## src/rtl/spi_ram_arbiter.sv

```systemverilog
// Arbitrates a single-port RAM between SPI command words and a host request port.
// SPI writes/reads go through a one-entry pending buffer; ties are resolved round-robin.
//
// state   | meaning
// IDLE    | arbitrate pending SPI access vs host_req, issue at most one RAM access
// SPI_RD  | RAM read data for the SPI returns; captured into tx_data on exit
// HOST_RD | RAM read data for the host returns on host_rdata with host_rvalid
module spi_ram_arbiter #(
  parameter int ADDR_WIDTH = 8,
  parameter int DATA_WIDTH = 8
) (
  input  logic                  clk,
  input  logic                  rst,
  input  logic [DATA_WIDTH+1:0] rx_data,
  input  logic                  rx_valid,
  output logic [DATA_WIDTH-1:0] tx_data,
  output logic                  tx_valid,
  input  logic                  host_req,
  input  logic                  host_we,
  input  logic [ADDR_WIDTH-1:0] host_addr,
  input  logic [DATA_WIDTH-1:0] host_wdata,
  output logic                  host_gnt,
  output logic                  host_rvalid,
  output logic [DATA_WIDTH-1:0] host_rdata,
  output logic                  ram_en,
  output logic                  ram_we,
  output logic [ADDR_WIDTH-1:0] ram_addr,
  output logic [DATA_WIDTH-1:0] ram_wdata,
  input  logic [DATA_WIDTH-1:0] ram_rdata,
  output logic                  spi_ovf
);

  localparam logic [1:0] IDLE    = 2'd0;
  localparam logic [1:0] SPI_RD  = 2'd1;
  localparam logic [1:0] HOST_RD = 2'd2;

  localparam logic [1:0] OP_WADDR = 2'b00;
  localparam logic [1:0] OP_RADDR = 2'b10;

  logic [1:0]            state, state_nxt;
  logic                  pend_valid, pend_rd;
  logic [ADDR_WIDTH-1:0] pend_addr;
  logic [DATA_WIDTH-1:0] pend_data;
  logic [ADDR_WIDTH-1:0] wr_addr, rd_addr;
  logic                  favour_spi;
  logic                  spi_win, host_win;

  logic [1:0]            rx_op;
  logic [DATA_WIDTH-1:0] rx_payload;
  logic                  rx_access;

  assign rx_op      = rx_data[DATA_WIDTH+1:DATA_WIDTH];
  assign rx_payload = rx_data[DATA_WIDTH-1:0];
  // opcodes 01 and 11 both carry a RAM access
  assign rx_access  = rx_valid && rx_op[0];

  always_comb begin
    spi_win  = 1'b0;
    host_win = 1'b0;
    if (!rst && state == IDLE) begin
      spi_win  = pend_valid && (favour_spi || !host_req);
      host_win = host_req && !spi_win;
    end
  end

  always_comb begin
    ram_en      = spi_win || host_win;
    ram_we      = spi_win ? !pend_rd   : (host_win && host_we);
    ram_addr    = spi_win ? pend_addr  : host_addr;
    ram_wdata   = spi_win ? pend_data  : host_wdata;
    host_gnt    = host_win;
    host_rvalid = !rst && (state == HOST_RD);
    host_rdata  = ram_rdata;
  end

  always_comb begin
    state_nxt = IDLE;
    case (state)
      IDLE: begin
        if (spi_win && pend_rd)        state_nxt = SPI_RD;
        else if (host_win && !host_we) state_nxt = HOST_RD;
        else                           state_nxt = IDLE;
      end
      default: state_nxt = IDLE;
    endcase
  end

  always_ff @(posedge clk) begin
    if (rst) begin
      state      <= IDLE;
      pend_valid <= 1'b0;
      pend_rd    <= 1'b0;
      pend_addr  <= '0;
      pend_data  <= '0;
      wr_addr    <= '0;
      rd_addr    <= '0;
      tx_data    <= '0;
      tx_valid   <= 1'b0;
      spi_ovf    <= 1'b0;
      favour_spi <= 1'b1;
    end else begin
      state <= state_nxt;

      if (spi_win || host_win) favour_spi <= host_win;

      if (rx_valid && rx_op == OP_WADDR) wr_addr <= ADDR_WIDTH'(rx_payload);
      if (rx_valid && rx_op == OP_RADDR) rd_addr <= ADDR_WIDTH'(rx_payload);

      // a buffer being granted this cycle counts as free for an arriving word
      if (rx_access && pend_valid && !spi_win) begin
        spi_ovf <= 1'b1;
      end else if (rx_access) begin
        pend_valid <= 1'b1;
        pend_rd    <= rx_op[1];
        pend_addr  <= rx_op[1] ? rd_addr : wr_addr;
        pend_data  <= rx_payload;
      end else if (spi_win) begin
        pend_valid <= 1'b0;
      end

      // a read response landing on the same edge as a new word is kept visible
      if (state == SPI_RD) begin
        tx_data  <= ram_rdata;
        tx_valid <= 1'b1;
      end else if (rx_valid) begin
        tx_valid <= 1'b0;
      end
    end
  end

endmodule

```

## config.mk

```make
export PLATFORM = sky130hd
export DESIGN_NAME = spi_ram_arbiter
export DESIGN_NICKNAME = d
export VERILOG_FILES = /design/src/rtl/spi_ram_arbiter.sv
export SDC_FILE = /design/constraint.sdc
export NUM_CORES = 1
export LEC_CHECK = 0
export BUFFER_PORTS_ARGS = -buffer_cell sky130_fd_sc_hd__buf_2
export CELL_PAD_IN_SITES_DETAIL_PLACEMENT = 0
export CELL_PAD_IN_SITES_GLOBAL_PLACEMENT = 1
export CORE_ASPECT_RATIO = 1.1
export CORE_MARGIN = 1.5
export CORE_UTILIZATION = 30
export CTS_BUF_LIST = sky130_fd_sc_hd__clkbuf_2
export DETAILED_ROUTE_END_ITERATION = 6
export PLACE_DENSITY_LB_ADDON = 0.15
export SLEW_MARGIN = 20
export SYNTH_ARGS = -nofsm -noshare
export SYNTH_HDL_FRONTEND = slang
export SYNTH_SLANG_ARGS = --single-unit
```

## constraint.sdc

```tcl
create_clock -name clk -period 1.8 [get_ports clk]
set_clock_uncertainty 0.15 [all_clocks]
set_input_delay 0 -clock clk [delete_from_list [all_inputs] [get_ports clk]]
set_output_delay 0 -clock clk [all_outputs]
set_load 0.02 [all_outputs]
```

# Word-level counts from Yosys, hierarchy flattened
# Cells that the tools add are included.
# totals
ff_bits	47
in_bits	39
out_inout_bits	38
word_cells	57
# classes
n_eq_ne	3
mux	12
bitwise_logic	2
n_reduce_logical	28
# ops
op	n
$mux 8	3
$logic_and 1x1->1	12
$mux 1	8
$logic_not 1->1	6
$eq 2x2->1 const B	2
$logic_not 2->1	2
$reduce_and 2->1	2
$reduce_bool 2->1	2
$reduce_or 3->1	1
$eq 2x1->1 const B	1
$logic_or 1x1->1	2
$mux 2	1
$not 1->1	2
$reduce_or 2->1	1

# Longest topological paths before layout
# Gate-level depths: netlist of run 1.
# depth
ltp_word	9
ltp_mapped	6
depth_no_buf	3

# Worst setup path before layout of run 1
# OpenSTA, ideal clock, no wires.
# synth_path
path_type	register -> output
startpoint	register state[0]
endpoint	output port ram_we
arrival_time_ns	1.433
required_time_ns	1.650
setup_slack_ns	0.217
stages_incl_launch_ff	5
cell_sequence	dfxtp_1 > nor3_1 > clkbuf_1 > and3_1 > o2bb2ai_1
# synth_between
elab_chain_len	5
elab_cells_between_ends	6
cone_classes	mux (3); reduce/logical (3)
# synth_rtl
element	line	rtl
start: declaration	40	logic [1:0] state, state_nxt;
start signal: assignment	102	state <= state_nxt;
$logic_not 2->1	60	if (!rst && state == IDLE) begin
$logic_and 1x1->1	60	
$mux 1	60	
named net host_gnt	22	output logic host_gnt,
$logic_and 1x1->1	68	ram_we = spi_win ? !pend_rd : (host_win && host_we);
$mux 1	68	
end: declaration	26	output logic ram_we,
# The timed path passes the listed nets, and every way through them passes these cells.

# Final worst setup path of run 1
# layout_path
startpoint	register favour_spi
endpoint	output port ram_addr[4]
# layout_between
elab_chain_len	4
# layout_rtl
element	line	rtl
start: declaration	45	logic favour_spi;
start signal: assignment	104	if (spi_win || host_win) favour_spi <= host_win;
$logic_or 1x1->1	61	spi_win = pend_valid && (favour_spi || !host_req);
$logic_and 1x1->1	61	
$mux 1	60	
$mux 8	69	ram_addr = spi_win ? pend_addr : host_addr;
end: declaration	27	output logic [ADDR_WIDTH-1:0] ram_addr,
# No other way between the ends.

==> results of run 1 <==
## state kept, by name, summed over array words and instances, names as in the netlist
| register | flops |
|---|---|
| pend_addr | 8 |
| tx_valid | 1 |
| pend_valid | 1 |
| wr_addr | 8 |
| pend_data | 8 |
| spi_ovf | 1 |
| rd_addr | 8 |
| state | 2 |
| tx_data | 8 |
| pend_rd | 1 |
| favour_spi | 1 |
## worst paths after layout
kind	slack [ps]	cells past startpoint	from	end
setup / recovery	-130	6	favour_spi$_SDFFE_PP1P_	ram_addr[4]
hold / removal	110	5	host_req	pend_addr[5]$_SDFFE_PP0P_
setup reg to reg	140	7	state[0]$_SDFF_PP0_	pend_data[0]$_SDFFE_PP0P_
hold reg to reg	320	2	tx_data[5]$_SDFFE_PP0P_	tx_data[5]$_SDFFE_PP0P_
## through the flow
step	total power [W]	area (µm²)	hold WS (ps)	TNS (ps)	setup WS [ps]
finish	0.00203	3250	114	-1250	-130
global placement	0.00153	2670	34.7	0	197
floorplan	0.00140	2260	-78.4	0	217
CTS	0.00205	3240	81.5	-1860	-140
detailed placement	0.00153	2670	30.9	0	195
global route	0.00214	3250	91.7	-2820	-219
## Yosys cell counts, types with 2 or more instances
master,count
nand2_1,19
mux2i_1,33
clkbuf_1,7
nor2b_1,3
nand2b_1,22
a311oi_1,8
a211oi_2,8
buf_4,9
buf_6,4
dfxtp_1,47
buf_2,6
mux2_2,16
a21oi_1,10
nor2_1,19
and2_1,2
## kinds of logic after synthesis
kind of cell | after synthesis
flip-flops | 47
buffers and inverters | 27
multiplexers | 49
AND/OR/NAND/NOR | 71
AO/OA/AOI/OAI | 32
## where the power goes
part           internal [W]  total, W  switching, W
combinational      0.000270  0.000505      0.000235
sequential          0.00109   0.00112     0.0000326
clock             0.0000824  0.000401      0.000318
## critical path: cells and delay by family, from the launching register on
family        cells  cell delay [ps]
flops             1              400
simple gates      2              260
buf+inv           3              420
mux               1              300
## cell type report
type	instances	area [µm²]
timing repair buffer	120	950
clock buffer	5	25.0
fill	727	3920
tap	85	106
inverter	1	3.75
sequential	47	951
clock inverter	2	8.76
multi-input combinational	152	1200
## per-layer routing
layer,vias up,part of all wire (%),track usage [%]
met2,50,46,23.9
met1,873,48,21.3
met4,0,1.5,4.84
met3,8,3.8,3.16
met5,-,0,0
li1,984,-,-
## repair_timing
action                                  in CTS  in global routing
gates resized for setup                     52                 10
buffers inserted                             9                  3
endpoints found under the setup margin      18                 20
endpoints found under the hold margin       45                  0
pin swaps                                    2                  1
hold buffers                                24                  0
cloned                                       3                  0
==> flow_metrics.py, run 1 <==
metrics = {
    "global_route": {
        "overflow": 0,
        "grt_pass1_wl_mm": 9.51,
        "grt_max_degree": 35,
        "antenna_found_initial": 0,
        "grt_pass1_vias": 1842,
        "grt_usage_pct": 15.4,
    },
    "synth": {
        "synth_top_area_cell": "dfxtp_1",
        "synth_adder_area_share_pct": 0,
        "synth_edf_count": 0,
        "synth-seq-cells": 47,
        "synth_top_area_share_pct": 41.7,
        "synth_top_family_by_area": "multiplexers",
        "synth_area_mm2": 0.00226,
        "netlist_top_cells_area": "dfxtp_1, mux2i_1, mux2_2",
        "avgSynthCellArea_um2": 9.99,
        "muxShareOfSynthArea_pct": 22.6,
        "synth_xor_area_share_pct": 0,
        "netlist_instances": 226,
        "synth_top_flop_cell": "dfxtp_1",
        "ys_types": 28,
        "ys_seq_area_share_pct": 41.7,
        "syn-num-nets": 265,
        "synth-compound-area-share_pct": 12.0,
        "yosysWarnings": 0,
        "ys_async_sr_fraction_pct": 0,
        "yosys.area_share.simple_pct": 16.0,
    },
    "job": {
        "maxCapViolCount": 0,
    },
    "power_and_ir_drop": {
        "p_leak_nw": 1.46,
        "powerDensity_mw_per_mm2": 624,
        "peakVddDrop_mv": 0.235,
    },
    "place": {
        "io_buffer_count": 76,
        "gp_congestion": 0.699,
        "placed_cells": 370,
        "dp_hpwl_mm": 3.80,
    },
    "finish": {
        "final_common_cell": "buf_2",
        "nets": 366,
        "drive_gt1_share_pct": 41.0,
        "antenna_cells": 0,
        "syn2layout_area_growth_pct": 43.8,
        "fin_cells": 412,
        "postLayoutCoreUtil_pct": 45.3,
        "final_cell_mix": "buf_2, dfxtp_1, mux2i_1, dlygate4sd3_1",
    },
    "worst_setup_path": {
        "path_class": "reg2out",
        "crit_path_max_incr_delay_ps": 400,
        "cp_slowest_cell": "dfxtp_2",
        "crit_arrival_ps": 1780,
        "end_kind": "output pin",
        "cp_cell_sequence": "nand2b_4 -> nand4b_4 -> buf_6 -> buf_16 -> mux2_4 -> buf_6",
        "critical_path.max_fanout": 5,
        "cpMostUsedCell": "buf_6",
        "startpoint_type": "flop",
        "cp.required_ps": 1650,
    },
    "floorplan": {
        "die_area_mm2": 0.00805,
        "die_w_um": 85.7,
        "die_y_um": 94.0,
        "rows": 32,
        "coreArea_mm2": 0.00717,
        "io_pins": 77,
        "start_util_pct": 31.5,
    },
    "cts": {
        "ctsLongestPathBuffers": 2,
        "clk_pin_slew_ps": 220,
        "root_buffer": "clkbuf_2",
        "cts_buffers": 5,
        "cts_tree": "yes",
        "htreeDepth": 2,
        "cts_num_sinks": 47,
        "clock_latency_ps": 390,
    },
    "detailed_routing": {
        "drc": 0,
        "firstDrtPassIters": 4,
        "vias": 1915,
        "detail-route-antenna-nets": 0,
        "wl_per_cell_um": 14.6,
        "wirelength_mm": 6.00,
        "drt-initial-drc-count": 61,
        "vias_per_cell": 4.65,
    },
    "timing": {
        "hold_viol": 0,
        "maxSlewHeadroom_pct": 72.9,
        "max_freq_mhz": 518,
        "min_period_ps": 1930,
        "fin_crit_sh_pct": 107,
        "finalMaxSlewViolations": 0,
        "setup_ws_ps": -130,
        "worst_pin_slew_ps": 401,
        "setup_viol": 14,
        "rsz0062_at_grt": "true",
    },
    "status": {
        "violations": "setup timing",
        "status": "complete, but fails checks",
    },
    "worst_hold_path": {
        "hp-class": "in2reg",
    },
}
Power figures use the tool's default switching activity.
==> inputs of run 2 (changes only) <==
Clock period 1.8 ns to 1.7 ns, I/O delays scaled along.
==> run 2 against run 1 <==
The flow still finishes with violations (setup timing). Clock power rose by 18%. First-iteration DRC count increased by 34%. Register-to-register slack lost 140 ps. Final cell count increased by 2.4%. Largest power group unchanged.
==> flow_metrics.py, run 2 (synthesis gave the netlist of run 1 again) <==
metrics = {
    "cts": {
        "clock_latency_ps": 410,
        "clk_pin_slew_ps": 230,
        "root_buffer": "clkbuf_2",
        "cts_num_sinks": 47,
        "ctsLongestPathBuffers": 2,
        "cts_buffers": 5,
        "htreeDepth": 2,
        "cts_tree": "yes",
    },
    "place": {
        "place_ws_ps": 129,
        "placed_cells": 372,
        "place_area_mm2": 0.00268,
        "io_buffer_count": 76,
        "dp_hpwl_mm": 3.92,
        "gp_congestion": 0.752,
    },
    "finish": {
        "final_cell_mix": "buf_2, dfxtp_1, mux2i_1, dlygate4sd3_1, nand2b_1",
        "final_common_cell": "buf_2",
        "fin_cells": 422,
        "nets": 375,
        "drive_gt1_share_pct": 42.1,
        "antenna_cells": 0,
        "fin_area_mm2": 0.00329,
        "syn2layout_area_growth_pct": 45.9,
    },
    "worst_setup_path": {
        "critical_path.max_fanout": 5,
        "startpoint_type": "flop",
        "cp.required_ps": 1550,
        "path_class": "reg2out",
        "crit_arrival_ps": 1730,
        "end_kind": "output pin",
        "worst-r2r-cell-count": 7,
    },
    "power_and_ir_drop": {
        "p_seq_share_pct": 54.0,
        "power_switching_w": 0.000651,
        "p_leak_nw": 1.45,
        "p_sw_share_pct": 29.7,
        "internal-power_w": 0.00154,
        "combPwrFrac_pct": 24.4,
        "peakVddDrop_mv": 0.259,
        "clkPwrFrac_pct": 21.5,
        "powerDensity_mw_per_mm2": 666,
    },
    "floorplan": {
        "start_util_pct": 31.5,
        "die_y_um": 94.0,
        "coreArea_mm2": 0.00717,
        "rows": 32,
        "die_area_mm2": 0.00805,
        "die_w_um": 85.7,
        "io_pins": 77,
    },
    "detailed_routing": {
        "vias": 1962,
        "vias_per_cell": 4.65,
        "detail-route-antenna-nets": 0,
        "wirelength_mm": 6.01,
        "firstDrtPassIters": 4,
        "drt-initial-drc-count": 82,
        "drc": 0,
        "wl_per_cell_um": 14.2,
    },
    "timing": {
        "maxSlewHeadroom_pct": 67.8,
        "max_freq_mhz": 531,
        "setup_ws_ps": -182,
        "tns_ps": -3000,
        "min_period_ps": 1880,
        "setup_viol": 20,
        "fin_crit_sh_pct": 111,
        "worst_pin_slew_ps": 476,
        "rsz0062_at_grt": "true",
        "finalMaxSlewViolations": 0,
        "hold_viol": 0,
    },
    "status": {
        "violations": "setup timing",
        "status": "complete, but fails checks",
    },
    "global_route": {
        "antenna_found_initial": 0,
        "grt_usage_pct": 14.8,
        "grt_pass1_vias": 1738,
        "grt_max_degree": 37,
        "grt_pass1_wl_mm": 9.10,
        "overflow": 0,
    },
    "worst_hold_path": {
        "whs_path_depth": 3,
        "hp-class": "in2reg",
    },
    "job": {
        "maxCapViolCount": 0,
    },
}
-- run 2: changes by cell type in the layout (fill, tap and decap cells not counted), sizes merged --
cell          previous run  this run
dlygate4sd3             23        29
dlymetal6s4s             1         0
clkinv                   2         1
buf                     96        99
clkbuf                   5         7
clkinvlp                 0         1
-- run 2: power groups by stage --
| stage | Combinational [W] | Sequential (W) | Clock [W] |
|---|---|---|---|
| floorplan | 0.000289 | 0.00120 | 0 |
| global placement | 0.000415 | 0.00121 | 0 |
| detailed placement | 0.000415 | 0.00121 | 0 |
| CTS | 0.000485 | 0.00119 | 0.000505 |
| global route | 0.000576 | 0.00119 | 0.000550 |
| finish | 0.000535 | 0.00118 | 0.000472 |
-- run 2: worst max-delay path: stages (launching register included) --
cell and delay, ps:
dfxtp_4 400, nor2_4 130, nand4b_4 170, clkbuf_16 200, mux2_2 280, buf_6 130
-- run 2: repair_timing --
action	4_1_cts	5_1_grt
pin swaps	1	8
endpoints found under the setup margin	19	21
endpoints found under the hold margin	44	3
hold buffers	29	1
gates resized for setup	11	35
cloned	1	1
setup buffers	3	8
-- run 2: layout make-up --
cell class / instances / area [µm²]
Clock buffer: 6 / 30.0
Clock inverter: 2 / 12.5
Fill cell: 738 / 3870
Inverter: 1 / 3.75
Multi-Input combinational cell: 152 / 1200
Sequential cell: 47 / 951
Tap cell: 85 / 106
Timing Repair Buffer: 129 / 987
-- run 2: path summary, 6_finish.rpt --
path	slack (ps)	start	end
max reg2reg	0	state[0]$_SDFF_PP0_	pend_rd$_SDFFE_PP0P_
min reg2reg	320	tx_data[7]$_SDFFE_PP0P_	tx_data[7]$_SDFFE_PP0P_
min	150	host_we	state[1]$_SDFF_PP0_
max	-180	state[0]$_SDFF_PP0_	ram_wdata[5]
-- run 2: through the flow --
stage	power, W	hold WS, ps	utilization, %
2_1_floorplan	0.00149	-78.4	-
3_3_place_gp	0.00162	35.4	37.4
3_5_place_dp	0.00162	27.6	37.4
4_1_cts	0.00218	-129	43.3
5_1_grt	0.00232	104	45.9
6_report	0.00219	146	45.9
-- run 2: layer usage --
metal / up-vias / wire length, µm / share of wire, % / track usage (%)
met5: - / 0 / 0 / 0
met4: 0 / 55 / 0.92 / 4.44
met3: 5 / 275 / 4.6 / 2.90
met2: 47 / 2720 / 45 / 22.3
met1: 915 / 2960 / 49 / 21.1
li1: 995 / - / - / -
==> inputs of run 3 (changes only) <==
Settings changed: CAP_MARGIN set to 30, PLACE_DENSITY_LB_ADDON 0.15 to 0.05.
==> run 3 against run 2 <==
Clock power decreased by 4.9%. The flow still finishes with violations (setup timing). Combinational power increased by 2%. Final cell count decreased by 0.24%. Global-route usage increased by 1.5 points. Largest cell class unchanged. First-iteration DRC count decreased by 32%. Sequential share of layout area decreased by 0.075 points. Critical path depth unchanged.
==> flow_metrics.py, run 3 (synthesis gave the netlist of run 1 again) <==
metrics = {
    "floorplan": {
        "rows": 32,
        "die_w_um": 85.7,
        "die_area_mm2": 0.00805,
        "coreArea_mm2": 0.00717,
        "die_y_um": 94.0,
        "io_pins": 77,
        "start_util_pct": 31.5,
    },
    "timing": {
        "finalMaxSlewViolations": 0,
        "setup_ws_ps": -169,
        "maxSlewHeadroom_pct": 64.7,
        "setup_viol": 17,
        "max_freq_mhz": 535,
        "min_period_ps": 1870,
        "hold_viol": 0,
        "fin_crit_sh_pct": 110,
        "rsz0062_at_grt": "true",
        "hold_slack_ps": 31.0,
        "worst_pin_slew_ps": 528,
    },
    "detailed_routing": {
        "detail-route-antenna-nets": 0,
        "vias": 1945,
        "vias_per_cell": 4.62,
        "drc": 0,
        "firstDrtPassIters": 4,
        "drt-initial-drc-count": 56,
        "wirelength_mm": 6.26,
        "wl_per_cell_um": 14.9,
    },
    "worst_setup_path": {
        "startpoint_type": "flop",
        "crit_arrival_ps": 1720,
        "path_class": "reg2out",
        "end_kind": "output pin",
        "critical_path.max_fanout": 7,
        "cp.required_ps": 1550,
    },
    "cts": {
        "cts_tree": "yes",
        "clock_latency_ps": 410,
        "cts_buffers": 5,
        "root_buffer": "clkbuf_2",
        "htreeDepth": 2,
        "ctsLongestPathBuffers": 2,
        "cts_num_sinks": 47,
        "clk_pin_slew_ps": 230,
    },
    "global_route": {
        "overflow": 0,
        "grt_pass1_vias": 1941,
        "grt_max_degree": 22,
        "antenna_found_initial": 0,
        "grt_pass1_wl_mm": 9.94,
        "grt_usage_pct": 16.2,
    },
    "place": {
        "io_buffer_count": 76,
        "placed_cells": 376,
        "place_ws_ps": 151,
        "gp_congestion": 0.762,
        "dp_hpwl_mm": 3.94,
    },
    "finish": {
        "fin_cells": 421,
        "syn2layout_area_growth_pct": 45.5,
        "drive_gt1_share_pct": 39.9,
        "final_cell_mix": "buf_2, dfxtp_1, mux2i_1, dlygate4sd3_1, nand2b_1",
        "final_common_cell": "buf_2",
        "postLayoutCoreUtil_pct": 45.8,
        "antenna_cells": 0,
        "nets": 374,
    },
    "power_and_ir_drop": {
        "total_power_w": 0.00218,
        "peakVddDrop_mv": 0.283,
        "p_leak_nw": 1.43,
        "powerDensity_mw_per_mm2": 663,
    },
    "job": {
        "maxCapViolCount": 0,
    },
    "worst_hold_path": {
        "hp-class": "in2reg",
    },
    "status": {
        "status": "complete, but fails checks",
        "violations": "setup timing",
    },
}
-- run 3: changes by cell type in the layout (fill, tap and decap cells not counted), moves of 2 or more --
| cell | previous run | this run |
|---|---|---|
| clkinv_1 | 0 | 2 |
| buf_2 | 64 | 59 |
| dfxtp_1 | 43 | 45 |
| dlygate4sd3_1 | 29 | 32 |
-- run 3: path summary, 6_finish.rpt --
path / startpoint / end / slack (ps) / cells after the start
hold reg to reg: tx_data[4]$_SDFFE_PP0P_ / tx_data[4]$_SDFFE_PP0P_ / 320 / 2
setup / recovery: favour_spi$_SDFFE_PP1P_ / ram_addr[7] / -170 / 5
setup reg to reg: favour_spi$_SDFFE_PP1P_ / pend_addr[1]$_SDFFE_PP0P_ / 80 / 6
hold / removal: rst / pend_rd$_SDFFE_PP0P_ / 30 / 4
-- run 3: routing by layer --
| metal | part of all wire (%) | track usage [%] | up-vias |
|---|---|---|---|
| li1 | - | - | 1003 |
| met5 | 0 | 0 | - |
| met4 | 1.1 | 4.30 | 0 |
| met1 | 51 | 22.3 | 885 |
| met2 | 44 | 25.6 | 51 |
| met3 | 4.1 | 3.69 | 6 |
-- run 3: layout make-up --
type | instances | area [µm²]
Clock inverter | 2 | 7.51
Fill cell | 700 | 3880
Tap cell | 85 | 106
Clock buffer | 6 | 30.0
Inverter | 1 | 3.75
Timing Repair Buffer | 128 | 998
Sequential cell | 47 | 946
Multi-Input combinational cell | 152 | 1190
-- run 3: stage by stage --
| step | setup TNS, ps | instance area (µm²) |
|---|---|---|
| after detailed placement | 0 | 2700 |
| after global placement | 0 | 2700 |
| after floorplan | 0 | 2260 |
| after global routing | -4190 | 3280 |
| final | -2590 | 3280 |
| after CTS | -3430 | 3190 |
-- run 3: power breakdown --
group | total (W) | internal (W) | switching, W
registers | 0.00118 | 0.00115 | 0.0000301
logic | 0.000546 | 0.000289 | 0.000257
clock network | 0.000449 | 0.0000990 | 0.000350
total | 0.00218 | 0.00154 | 0.000637
-- run 3: what timing repair did --
action,CTS,global route
hold buffers,32,0
cloned,1,0
setup endpoints to repair,19,19
setup buffers,2,2
pin swaps,2,1
gates resized for setup,27,23
endpoints found under the hold margin,45,0
-- run 3: worst max-delay path, cell delays in order (launching register included) --
cell	delay, ps
dfxtp_2	370
nand2b_4	150
nand4b_4	140
clkbuf_16	170
mux2_2	340
buf_6	130
